### config.mk
export PLATFORM = sky130hd
export DESIGN_NAME = hazard_control_unit
export DESIGN_NICKNAME = d
export VERILOG_FILES = /design/src/rtl/hazard_pkg.sv /design/src/rtl/hazard_match.sv /design/src/rtl/hazard_control_unit.sv
export SDC_FILE = /design/constraint.sdc
export NUM_CORES = 1
export LEC_CHECK = 0
export CORE_MARGIN = 2
export CORE_UTILIZATION = 40
export DETAILED_ROUTE_END_ITERATION = 10
export PLACE_DENSITY = 0.71
export SETUP_SLACK_MARGIN = 0.02
export SLEW_MARGIN = 20
export SYNTH_ARGS = -nofsm -noshare
export SYNTH_HDL_FRONTEND = slang
export SYNTH_HIERARCHICAL = 1
export SYNTH_SLANG_ARGS = --single-unit
### constraint.sdc
create_clock -name clk -period 7.1 [get_ports clk]
set_input_delay 1.065 -clock clk [delete_from_list [all_inputs] [get_ports clk]]
set_output_delay 1.065 -clock clk [all_outputs]
set_load 0.1 [all_outputs]
### src/rtl/hazard_pkg.sv
// Shared types and constants for the pipeline hazard controller.
package hazard_pkg;

  typedef enum logic [1:0] {RUN, LD_STALL, MDU_STALL} state_t;

  typedef struct packed {
    logic pc_write;
    logic if_id_write;
    logic id_ex_write;
    logic id_ex_bubble;
    logic ex_mem_bubble;
    logic if_id_flush;
  } ctrl_t;

  localparam ctrl_t CTRL_DEFAULT = '{pc_write: 1'b1, if_id_write: 1'b1, id_ex_write: 1'b1,
                                     id_ex_bubble: 1'b0, ex_mem_bubble: 1'b0, if_id_flush: 1'b0};
  localparam ctrl_t CTRL_STALL   = '{pc_write: 1'b0, if_id_write: 1'b0, id_ex_write: 1'b1,
                                     id_ex_bubble: 1'b1, ex_mem_bubble: 1'b0, if_id_flush: 1'b0};
  localparam ctrl_t CTRL_FREEZE  = '{pc_write: 1'b0, if_id_write: 1'b0, id_ex_write: 1'b0,
                                     id_ex_bubble: 1'b0, ex_mem_bubble: 1'b1, if_id_flush: 1'b0};

  function automatic bit load_stall_legal(input int unsigned n);
    return (n >= 1) && (n <= 3);
  endfunction

endpackage

### src/rtl/hazard_match.sv
// Load-use match for one pipeline stage: a load to a non-x0 register read by ID.
module hazard_match #(
  parameter int unsigned ADDR_W = 5
) (
  input  logic [ADDR_W-1:0] rs1,
  input  logic [ADDR_W-1:0] rs2,
  input  logic              rs1_used,
  input  logic              rs2_used,
  input  logic [ADDR_W-1:0] rd,
  input  logic              mem_read,
  output logic              hit
);

  always_comb begin
    hit = mem_read && (rd != '0) &&
          ((rs1_used && (rs1 == rd)) || (rs2_used && (rs2 == rd)));
  end

endmodule

### src/rtl/hazard_control_unit.sv
// Load-use / MDU hazard controller driving pipeline-register enables, bubbles and branch flush.
module hazard_control_unit
  import hazard_pkg::*;
#(
  parameter int unsigned ADDR_W     = 5,
  parameter int unsigned LOAD_STALL = 1,
  parameter bit          MDU_EN     = 1'b1,
  parameter int unsigned CNT_W      = 32
) (
  input  logic              clk,
  input  logic              rst_n,
  input  logic [ADDR_W-1:0] rs1D,
  input  logic [ADDR_W-1:0] rs2D,
  input  logic              rs1_usedD,
  input  logic              rs2_usedD,
  input  logic [ADDR_W-1:0] ID_EX_rdE,
  input  logic              ID_EX_MemReadEn,
  input  logic [ADDR_W-1:0] EX_MEM_rdM,
  input  logic              EX_MEM_MemReadEn,
  input  logic              mdu_startE,
  input  logic              mdu_done,
  input  logic              Branch_Detected,
  output logic              PCWrite,
  output logic              IF_IDWrite,
  output logic              ID_EXWrite,
  output logic              ID_EXBubble,
  output logic              EX_MEMBubble,
  output logic              IF_IDFlush,
  output logic [CNT_W-1:0]  stall_cycles
);

  localparam int unsigned CW = $clog2(LOAD_STALL + 1);

  if (!load_stall_legal(LOAD_STALL)) begin : g_bad_load_stall
    $error("hazard_control_unit: LOAD_STALL must be 1..3");
  end

  logic hit_ex, hit_mem;

  hazard_match #(.ADDR_W(ADDR_W)) u_match_ex (
    .rs1(rs1D), .rs2(rs2D), .rs1_used(rs1_usedD), .rs2_used(rs2_usedD),
    .rd(ID_EX_rdE), .mem_read(ID_EX_MemReadEn), .hit(hit_ex)
  );

  hazard_match #(.ADDR_W(ADDR_W)) u_match_mem (
    .rs1(rs1D), .rs2(rs2D), .rs1_used(rs1_usedD), .rs2_used(rs2_usedD),
    .rd(EX_MEM_rdM), .mem_read(EX_MEM_MemReadEn), .hit(hit_mem)
  );

  state_t        state, state_nxt;
  logic [CW-1:0] cnt, cnt_nxt;
  ctrl_t         ctrl;
  logic          run_eval, allow_mdu;

  // MDU_STALL on mdu_done falls through to the RUN decision with the MDU start masked.
  always_comb begin
    ctrl      = CTRL_DEFAULT;
    state_nxt = state;
    cnt_nxt   = cnt;
    run_eval  = 1'b0;
    allow_mdu = 1'b0;

    unique case (state)
      RUN: begin
        run_eval  = 1'b1;
        allow_mdu = 1'b1;
      end
      LD_STALL: begin
        ctrl    = CTRL_STALL;
        cnt_nxt = cnt - CW'(1);
        if (cnt <= CW'(1)) state_nxt = RUN;
      end
      MDU_STALL: begin
        if (MDU_EN && !mdu_done) begin
          ctrl = CTRL_FREEZE;
        end else begin
          run_eval  = 1'b1;
          state_nxt = RUN;
        end
      end
      default: state_nxt = RUN;
    endcase

    if (run_eval) begin
      if (allow_mdu && MDU_EN && mdu_startE && !mdu_done) begin
        ctrl      = CTRL_FREEZE;
        state_nxt = MDU_STALL;
      end else if (hit_ex) begin
        ctrl = CTRL_STALL;
        if (LOAD_STALL > 1) begin
          cnt_nxt   = CW'(LOAD_STALL - 1);
          state_nxt = LD_STALL;
        end
      end else if ((LOAD_STALL >= 2) && hit_mem) begin
        ctrl = CTRL_STALL;
        if (LOAD_STALL > 2) begin
          cnt_nxt   = CW'(LOAD_STALL - 2);
          state_nxt = LD_STALL;
        end
      end else if (Branch_Detected) begin
        ctrl.if_id_flush = 1'b1;
      end
    end

    if (!rst_n) ctrl = CTRL_DEFAULT;
  end

  always_ff @(posedge clk) begin
    if (!rst_n) begin
      state        <= RUN;
      cnt          <= '0;
      stall_cycles <= '0;
    end else begin
      state <= state_nxt;
      cnt   <= cnt_nxt;
      if (!ctrl.pc_write && (stall_cycles != '1)) stall_cycles <= stall_cycles + CNT_W'(1);
    end
  end

  assign PCWrite      = ctrl.pc_write;
  assign IF_IDWrite   = ctrl.if_id_write;
  assign ID_EXWrite   = ctrl.id_ex_write;
  assign ID_EXBubble  = ctrl.id_ex_bubble;
  assign EX_MEMBubble = ctrl.ex_mem_bubble;
  assign IF_IDFlush   = ctrl.if_id_flush;

endmodule

# Word level (Yosys, flattened, before mapping)
# Cells that the tools add are included.
# totals
regBits	35
out_inout_bits	38
# classes
mux	16
n_eq_ne	5
add_sub_neg	2
magnitude_cmp	1
n_reduce_logical	12
# op_table
op	n
adder 32 x 1 -> 32 bit, second input constant	1
!= test 32 bit, second input constant	1
2-to-1 mux 6 bit	4
case mux 6 bit (2 select lines)	1
equality test 5 bit	2
2-to-1 mux 2 bit	4
logical AND 1 bit	7
case mux 2 bit (3 select lines)	1
2-to-1 mux 5 bit	1
nonzero test 5 bit	1
2-to-1 mux 1 bit	4
equality test 2 x 1 -> 1 bit, second input constant	1
equality test 2 bit, second input constant	1
logical NOT 1 bit	2
logical NOT 2 bit	1
case mux 1 bit (2 select lines)	1
<= comparator 1 bit, second input constant	1
logical OR 1 bit	1
subtractor 1 bit, second input constant	1

# Logic depth before layout (Yosys ltp)
# Gate-level depths: netlist of the first run.
# depth
ltp_word	10
mapped_depth	10

# Hierarchy
# The synthesis of the first run kept the hierarchy.
# by_module_without_submodules
mod	area_each_um2	n_inst	cells_per_inst	seq_area_each_um2
hazard_control_unit	1975.6	1	237	680.7
hazard_match	133.9	1	17	0.0

# Worst setup path before layout of the first run
# OpenSTA, ideal clock, no wires.
# synth_timing
kind	input port to output port
startpoint	input port ID_EX_rdE[1]
endpoint	output port IF_IDFlush
path_stages	4
setup_slack_ps	1053
t_arrival_ps	4982
path_cell_list	or4_1 -> o21ai_1 -> a21oi_1 -> nor4b_1
# synth_between
elab_chain_len	8
word_cells_on_any_way	12
classes_between	eq/ne (2); mux (4); reduce/logical (6)
# synth_lines
element	line	rtl
start, declared	hazard_control_unit.sv:16	input logic [ADDR_W-1:0] ID_EX_rdE,
equality test 5 bit	hazard_match.sv:16	((rs1_used && (rs1 == rd)) || (rs2_used && (rs2 == rd)));
logical AND 1 bit	hazard_match.sv:16	
logical OR 1 bit	hazard_match.sv:16	
logical AND 1 bit (*)	hazard_match.sv:15	hit = mem_read && (rd != '0) &&
named net hit_ex	hazard_control_unit.sv:38	logic hit_ex, hit_mem;
2-to-1 mux 1 bit (*)	hazard_control_unit.sv:88	end else if (hit_ex) begin
2-to-1 mux 6 bit (*)	hazard_control_unit.sv:85	if (allow_mdu && MDU_EN && mdu_startE && !mdu_done) begin
2-to-1 mux 6 bit (*)	hazard_control_unit.sv:84	if (run_eval) begin
2-to-1 mux 6 bit (*)	hazard_control_unit.sv:105	if (!rst_n) ctrl = CTRL_DEFAULT;
end, declared	hazard_control_unit.sv:28	output logic IF_IDFlush,
# Mark *: on every way through the listed nets, which the timed path passes. The rest lies on a longest branch.

# Worst setup path after layout of the first run
# layout_timing
startpoint	input port ID_EX_rdE[1]
endpoint	output port ID_EXWrite
# layout_between
elab_chain_len	8
word_cells_on_any_way	12
classes_between	eq/ne (2); mux (4); reduce/logical (6)
# layout_lines
element	line	rtl
equality test 5 bit	hazard_match.sv:16	
logical AND 1 bit	hazard_match.sv:16	
logical OR 1 bit	hazard_match.sv:16	
logical AND 1 bit (*)	hazard_match.sv:15	
named net hit_ex	hazard_control_unit.sv:38	
2-to-1 mux 5 bit (*)	hazard_control_unit.sv:88	
2-to-1 mux 6 bit (*)	hazard_control_unit.sv:85	
2-to-1 mux 6 bit (*)	hazard_control_unit.sv:84	
2-to-1 mux 6 bit (*)	hazard_control_unit.sv:105	
end, declared	hazard_control_unit.sv:25	output logic ID_EXWrite,
# Marks and branches as above.

==> Flow_metrics.wiki, run 1 <==
{| class="wikitable"
! Metric !! Value
|-
| Result of the run || finished clean
|-
| Peak per-stage delay on the critical path || 1130 ps
|-
| Endpoint of the worst hold path || stall_cycles[22]$_SDFFE_PN0P_
|-
| Most common cell after layout, fill and taps aside || sky130_fd_sc_hd__clkdlybuf4s50_1
|-
| Routed wire length || 5370 µm
|-
| Clock sink total || 34
|-
| Final nets || 344
|-
| Avg Vias per Cell || 5.63
|-
| # fillers || 504
|-
| Cell Chain, Critical Path || clkdlybuf4s50_1 > xor2_1 > nor4_1 > nand3_1 > a21oi_1 > a21oi_1 > a21o_1 > nand2_1 > clkdlybuf4s50_1
|-
| Sequential standard cell area || 681 µm²
|-
| Weighted congestion reported at the end of routability-driven placement || 0.770
|-
| Wire length of the first global-routing pass || 9220 µm
|-
| Achievable frequency || 189 MHz
|-
| Starting utilization of the core area || 0.413
|-
| Average wire length per cell after detail routing || 14.1 µm
|-
| Total of hold buffers inserted after clock tree synthesis || 0
|-
| Multi-input gate area || 1330 µm²
|-
| Number of buffers between clock root and the deepest sink || 2
|-
| Number of buffers and inverters on the critical path || 2
|-
| Setup Buffers After CTS || 0
|-
| Count of antenna-violating nets left after detailed routing || 0
|-
| CP delay by family, top || buffers and inverters
|-
| Final setup violation count || 0
|-
| Count of final max-slew check failures || 0
|-
| TritonCTS clock tree || built
|-
| Initial drt markers || 95
|-
| Least-Margin Pin Slew || 979 ps
|-
| Ratio of total power to cell area || 143 nW/µm²
|-
| Source of the worst hold timing path || stall_cycles[22]$_SDFFE_PN0P_
|-
| Classification of the worst setup path || input pin to output port
|-
| Die boundary width || 76.6 µm
|-
| Portion of the post-synthesis area used by sequential elements || 0.323
|-
| Detailed placer's ending HPWL || 3860 µm
|-
| P_leak || 0.942 nW
|-
| Number of maximum-capacitance constraint violations || 0
|-
| Critical path startpoint category || input pin
|-
| Layout cell share with drive strength beyond 1 || 0.0611
|-
| Fin Setup TNS || 0 ps
|-
| Global route total overflow || 0
|-
| Antenna fix cells || 0
|-
| Asr flop ratio synth || 0
|-
| Setup slack on the worst flop-to-flop path || 4160 ps
|-
| Global routing usage summed across all routing layers || 0.190
|-
| Final routed DRC violation total || 0
|-
| Count of input and output buffers || 60
|-
| First-pass DRT Iterations || 4
|-
| Area of the die || 5870 µm²
|-
| Final core occ || 0.557
|-
| Slew margin rel. || 0.345
|-
| Cell type of the slowest stage on the worst timing path || sky130_fd_sc_hd__clkdlybuf4s50_1
|-
| Average cell area after synthesis || 8.31 µm²
|-
| Maximum fanout along the worst path || 6
|-
| Pin count of the biggest net entering global routing || 31
|-
| Synth warn || 6
|-
| Setup slack after placement || 1830 ps
|-
| Cell types occupying the most area after synthesis || sky130_fd_sc_hd__dfxtp_1 (32%), sky130_fd_sc_hd__or4_1 (4.6%), sky130_fd_sc_hd__a21oi_1 (4.5%), sky130_fd_sc_hd__nand2_1 (4.4%), sky130_fd_sc_hd__nand4_1 (4.2%)
|-
| Primary flip-flop cell chosen by synthesis mapping || sky130_fd_sc_hd__dfxtp_1
|-
| Number of endpoints with negative hold slack in the final report || 0
|-
| Total number of vias || 2146
|-
| Number of antenna violations at the first check in global routing || 0
|-
| Length in cells of the worst reg-to-reg path || 7
|-
| Count of mapped cells out of synthesis || 254
|-
| Worst hold path type || register to register
|-
| Vertical die dimension || 76.6 µm
|-
| Worst vdd ir || 0.137 mV
|-
| Clock insertion delay at the later pin of the skew report || 290 ps
|-
| Setup crit end kind || output port
|-
| Flip-flop and latch count after synthesis || 34
|-
| Worst endpoint required time || 6030 ps
|-
| Area of the core || 5110 µm²
|-
| CTS clk-pin slew, worst paths || 70 ps
|-
| Fraction of the cycle the final worst path needs || 0.744
|-
| Launching point of the worst reg2reg path || state[1]$_SDFF_PN0_
|-
| Most frequent cells in the layout || sky130_fd_sc_hd__clkdlybuf4s50_1 (60), sky130_fd_sc_hd__dfxtp_1 (34), sky130_fd_sc_hd__nand2_1 (25)
|-
| Clock period minus final worst setup slack || 5280 ps
|-
| Clock Skew || 6.60 ps
|-
| Endpoint arrival time on the critical path || 4220 ps
|-
| Boundary pin count || 67
|-
| Fraction of synthesized cell area taken by the top area cell type || 0.323
|-
| Final worst-path setup slack || 1820 ps
|-
| Number of levels the H-tree was split into || 2
|-
| Buffer type at the clock tree root || sky130_fd_sc_hd__clkbuf_8
|-
| Unique cell type count in the Yosys netlist || 44
|-
| Destination of the worst register-to-register timing path || stall_cycles[13]$_SDFFE_PN0P_
|-
| Number of synthesized flops with an enable pin || 0
|-
| Area Growth Syn to Fin || 34.8%
|-
| Via count of the first global-routing pass || 1872
|-
| TritonCTS Buffers || 5
|-
| Netlist Area Pre-Place || 2110 µm²
|-
| Count of instances resized after the clock tree is built || 0
|-
| Setup repair after global routing missed its margin || false
|-
| Post-Syn Nets || 288
|-
| Row Count || 26
|-
| Cell type with the highest aggregate area in the netlist || sky130_fd_sc_hd__dfxtp_1
|-
| Cell count of the worst hold path || 2
|}
Yosys cell counts, types with 2 or more instances:
| cell | n |
|---|---|
| sky130_fd_sc_hd__and2_1 | 3 |
| sky130_fd_sc_hd__o21bai_1 | 2 |
| sky130_fd_sc_hd__and3_1 | 4 |
| sky130_fd_sc_hd__o311ai_0 | 2 |
| sky130_fd_sc_hd__a21oi_1 | 19 |
| sky130_fd_sc_hd__dfxtp_1 | 34 |
| sky130_fd_sc_hd__buf_2 | 6 |
| sky130_fd_sc_hd__o31ai_1 | 11 |
| sky130_fd_sc_hd__nor3b_1 | 2 |
| sky130_fd_sc_hd__and4_1 | 4 |
| sky130_fd_sc_hd__xor2_1 | 9 |
| sky130_fd_sc_hd__mux2i_1 | 8 |
| sky130_fd_sc_hd__xnor2_1 | 5 |
| sky130_fd_sc_hd__a211oi_1 | 2 |
| sky130_fd_sc_hd__nand2_1 | 25 |
| sky130_fd_sc_hd__nand2b_1 | 7 |
| sky130_fd_sc_hd__ha_1 | 5 |
| sky130_fd_sc_hd__inv_1 | 9 |
| sky130_fd_sc_hd__a21boi_0 | 2 |
| sky130_fd_sc_hd__nor4_1 | 8 |
| sky130_fd_sc_hd__nor2_1 | 13 |
| sky130_fd_sc_hd__nand4_1 | 14 |
| sky130_fd_sc_hd__clkbuf_1 | 6 |
| sky130_fd_sc_hd__o41ai_1 | 2 |
| sky130_fd_sc_hd__nor4_2 | 3 |
| sky130_fd_sc_hd__nand3_1 | 14 |
| sky130_fd_sc_hd__o21ai_0 | 2 |
| sky130_fd_sc_hd__a21o_1 | 4 |
| sky130_fd_sc_hd__or4_1 | 13 |
| sky130_fd_sc_hd__nand4_2 | 2 |
area by class of cell:
class | count | area share
Clock buffer | 7 | 0.0304
Clock inverter | 1 | 0.00176
Inverter | 10 | 0.0132
Multi-Input combinational cell | 197 | 0.468
Sequential cell | 34 | 0.239
Tap cell | 70 | 0.0308
Timing Repair Buffer | 62 | 0.216
worst max path at each step:
stage | from | endpoint | slack (ps) | cells after the start
final | ID_EX_rdE[1] | ID_EXWrite | 1820 | 9
after global routing | ID_EX_rdE[1] | ID_EXWrite | 1630 | 9
after CTS | ID_EX_rdE[1] | ID_EXWrite | 1810 | 9
after detailed placement | ID_EX_rdE[1] | ID_EXWrite | 1830 | 9
after global placement | ID_EX_rdE[1] | ID_EXWrite | 1920 | 9
after floorplan | ID_EX_rdE[1] | IF_IDFlush | 1050 | 4
layer usage:
metal,global-route usage,wire (µm),vias to the layer above
met5,0,0,-
met4,0.0673,73,0
met3,0.0474,346,6
met2,0.302,2440,67
met1,0.251,2510,1000
li1,-,-,1073
metrics by stage:
stage | power [W] | cells | hold WS, ps | instance area (µm²)
final | 0.000406 | 381 | 502 | 2840
after global placement | 0.000262 | 373 | 478 | 2750
after floorplan | 0.000239 | 254 | 491 | 2110
after detailed placement | 0.000263 | 373 | 496 | 2750
after global routing | 0.000426 | 381 | 540 | 2840
after CTS | 0.000412 | 381 | 507 | 2840
logic make-up (layout without fill, tap and decap cells):
family                     after synthesis  count (layout)  share of synthesized area
AOI/OAI and AO/OA                       53              53                      0.177
adders and majority gates                5               5                     0.0297
DFF                                     34              34                      0.323
buffers and inverters                   23              80                     0.0463
xor gates and xnor gates                14              14                     0.0581
muxes                                    8               8                     0.0380
and+or+nand+nor                        117             117                      0.328
worst register-to-register path: stages (launching register included):
cell,delay [ps]
sky130_fd_sc_hd__dfxtp_1,370
sky130_fd_sc_hd__inv_1,80
sky130_fd_sc_hd__ha_1,310
sky130_fd_sc_hd__a21boi_0,260
sky130_fd_sc_hd__a211o_1,160
sky130_fd_sc_hd__nand4_1,760
sky130_fd_sc_hd__or4_1,780
sky130_fd_sc_hd__a21oi_1,160
registers in the layout (all words and copies together), names as in the netlist:
signal and count:
stall_cycles 32, state 2
where the power goes:
part	internal (W)	switching, W	total, W
sequential	0.000192	0.00000146	0.000193
combinational	0.0000247	0.0000406	0.0000653
clock	0.0000782	0.0000695	0.000148
Note: power is estimated with default switching activity, not from simulation.
==> run 2, diff against run 1 <==
--- a/config.mk
+++ b/config.mk
@@ -8,7 +8,7 @@
 export CORE_MARGIN = 2
 export CORE_UTILIZATION = 40
 export DETAILED_ROUTE_END_ITERATION = 10
-export PLACE_DENSITY = 0.71
+export PLACE_DENSITY = 0.73
 export SETUP_SLACK_MARGIN = 0.02
 export SLEW_MARGIN = 20
 export SYNTH_ARGS = -nofsm -noshare
==> constraint.sdc (replaced) <==
create_clock -name clk -period 4.8 [get_ports clk]
set_input_delay 0.72 -clock clk [delete_from_list [all_inputs] [get_ports clk]]
set_output_delay 0.72 -clock clk [all_outputs]
set_load 0.1 [all_outputs]
==> run 2 against run 1 <==
Design area barely moved. Clock power rose by 49%. Worst setup slack got worse by 720 ps. Register-to-register slack got worse by 2000 ps. Critical path type unchanged. Largest cell class unchanged.
==> Flow_metrics.wiki, run 2 (same netlist as run 1, synthesis figures left out) <==
{| class="wikitable"
! Metric !! Value
|-
| Fraction of the cycle the final worst path needs || 0.771
|-
| Final nets || 345
|-
| Routed wire length || 5460 µm
|-
| Boundary pin count || 67
|-
| Global routing usage summed across all routing layers || 0.189
|-
| Setup crit end kind || output port
|-
| Final setup violation count || 0
|-
| Row Count || 26
|-
| Buffer type at the clock tree root || sky130_fd_sc_hd__clkbuf_8
|-
| Clock sink total || 34
|-
| TritonCTS Buffers || 5
|-
| Layout cell share with drive strength beyond 1 || 0.0865
|-
| Number of levels the H-tree was split into || 2
|-
| First-pass DRT Iterations || 4
|-
| Count of final max-slew check failures || 0
|-
| Number of maximum-capacitance constraint violations || 0
|-
| Total of hold buffers inserted after clock tree synthesis || 0
|-
| Area of the die || 5870 µm²
|-
| Clock insertion delay at the later pin of the skew report || 290 ps
|-
| Worst hold path type || register to register
|-
| Registers with the highest flip-flop counts || stall_cycles: 32 flops, state: 2 flops
|-
| Clock Skew || 3.45 ps
|-
| Register containing the most flip-flops in the final layout || stall_cycles
|-
| Most frequent cells in the layout || sky130_fd_sc_hd__clkdlybuf4s50_1 (54), sky130_fd_sc_hd__dfxtp_1 (34), sky130_fd_sc_hd__nand2_1 (25)
|-
| Number of buffers between clock root and the deepest sink || 2
|-
| Starting utilization of the core area || 0.413
|-
| TritonCTS clock tree || built
|-
| Number of endpoints with negative hold slack in the final report || 0
|-
| Initial drt markers || 109
|-
| Global route total overflow || 0
|-
| Weighted congestion reported at the end of routability-driven placement || 0.755
|-
| Wire length of the first global-routing pass || 9180 µm
|-
| Count of input and output buffers || 60
|-
| Result of the run || finished clean
|-
| Final routed DRC violation total || 0
|-
| Setup repair after global routing missed its margin || false
|-
| Antenna fix cells || 0
|-
| Setup Buffers After CTS || 0
|-
| Area Growth Syn to Fin || 34.8%
|-
| Vertical die dimension || 76.6 µm
|-
| Avg Vias per Cell || 5.65
|-
| Average wire length per cell after detail routing || 14.3 µm
|-
| Maximum fanout along the worst path || 6
|-
| Count of antenna-violating nets left after detailed routing || 0
|-
| Detailed placer's ending HPWL || 4040 µm
|-
| Clock period minus final worst setup slack || 3700 ps
|-
| Fin Setup TNS || 0 ps
|-
| Die boundary width || 76.6 µm
|-
| Slew margin rel. || 0.343
|-
| Worst endpoint required time || 4080 ps
|-
| Count of instances resized after the clock tree is built || 0
|-
| Placed Instance Area || 2750 µm²
|-
| Pin count of the biggest net entering global routing || 31
|-
| Critical path startpoint category || input pin
|-
| Worst vdd ir || 0.131 mV
|-
| CTS clk-pin slew, worst paths || 70 ps
|-
| Number of flip-flops under the largest register name || 32
|-
| Area of the core || 5110 µm²
|-
| Least-Margin Pin Slew || 982 ps
|-
| Via count of the first global-routing pass || 2005
|-
| Final cell area excluding filler cells || 2840 µm²
|-
| Most common cell after layout, fill and taps aside || sky130_fd_sc_hd__clkdlybuf4s50_1
|-
| Endpoint arrival time on the critical path || 2980 ps
|-
| Achievable frequency || 270 MHz
|-
| Number of antenna violations at the first check in global routing || 0
|-
| Ratio of total power to cell area || 212 nW/µm²
|-
| P_leak || 0.954 nW
|-
| Classification of the worst setup path || input pin to output port
|-
| Total number of vias || 2160
|}
[run 2: metal layers]
layer	track usage	wire length, µm	vias to the layer above
met1	0.233	2460	1021
met2	0.313	2620	60
met5	0	0	-
met3	0.0521	306	8
li1	-	-	1071
met4	0.0727	74	0
[run 2: critical path: stages]
cell and delay (ps):
sky130_fd_sc_hd__clkdlybuf4s50_1 470, sky130_fd_sc_hd__xor2_1 180, sky130_fd_sc_hd__nor4_1 360, sky130_fd_sc_hd__nand3_1 120, sky130_fd_sc_hd__a21oi_1 440, sky130_fd_sc_hd__a21oi_1 150, sky130_fd_sc_hd__a21o_1 200, sky130_fd_sc_hd__nand2_1 50
sky130_fd_sc_hd__buf_4 280
[run 2: final timing paths]
check	startpoint	end	slack (ps)	cells past startpoint
worst max-delay path	ID_EX_rdE[1]	ID_EXWrite	1100	9
worst min-delay path	stall_cycles[22]$_SDFFE_PN0P_	stall_cycles[22]$_SDFFE_PN0P_	500	2
worst max register to register	state[1]$_SDFF_PN0_	stall_cycles[25]$_SDFFE_PN0P_	2200	8
worst min register to register	stall_cycles[22]$_SDFFE_PN0P_	stall_cycles[22]$_SDFFE_PN0P_	500	2
[run 2: final cells by class]
type,instances,area [µm²]
Tap cell,70,87.6
Timing Repair Buffer,63,608
Clock inverter,1,5.00
Inverter,10,37.5
Multi-Input combinational cell,197,1340
Sequential cell,34,681
Clock buffer,7,86.3
Fill cell,494,2260
[run 2: power by group]
group / switching, W / internal, W / total [W]
clock: 0.000106 / 0.000116 / 0.000221
sequential: 0.00000215 / 0.000284 / 0.000286
combinational: 0.0000610 / 0.0000358 / 0.0000967
[run 2: per-stage QoR]
stage	util	worst slack (ps)	total power [W]	std cells	hold slack, ps
after floorplan	-	852	0.000354	254	492
after global placement	0.539	935	0.000388	374	482
after detailed placement	0.539	900	0.000389	374	484
after CTS	0.557	1130	0.000608	382	495
after global routing	0.557	885	0.000624	382	544
final	0.557	1100	0.000604	382	497
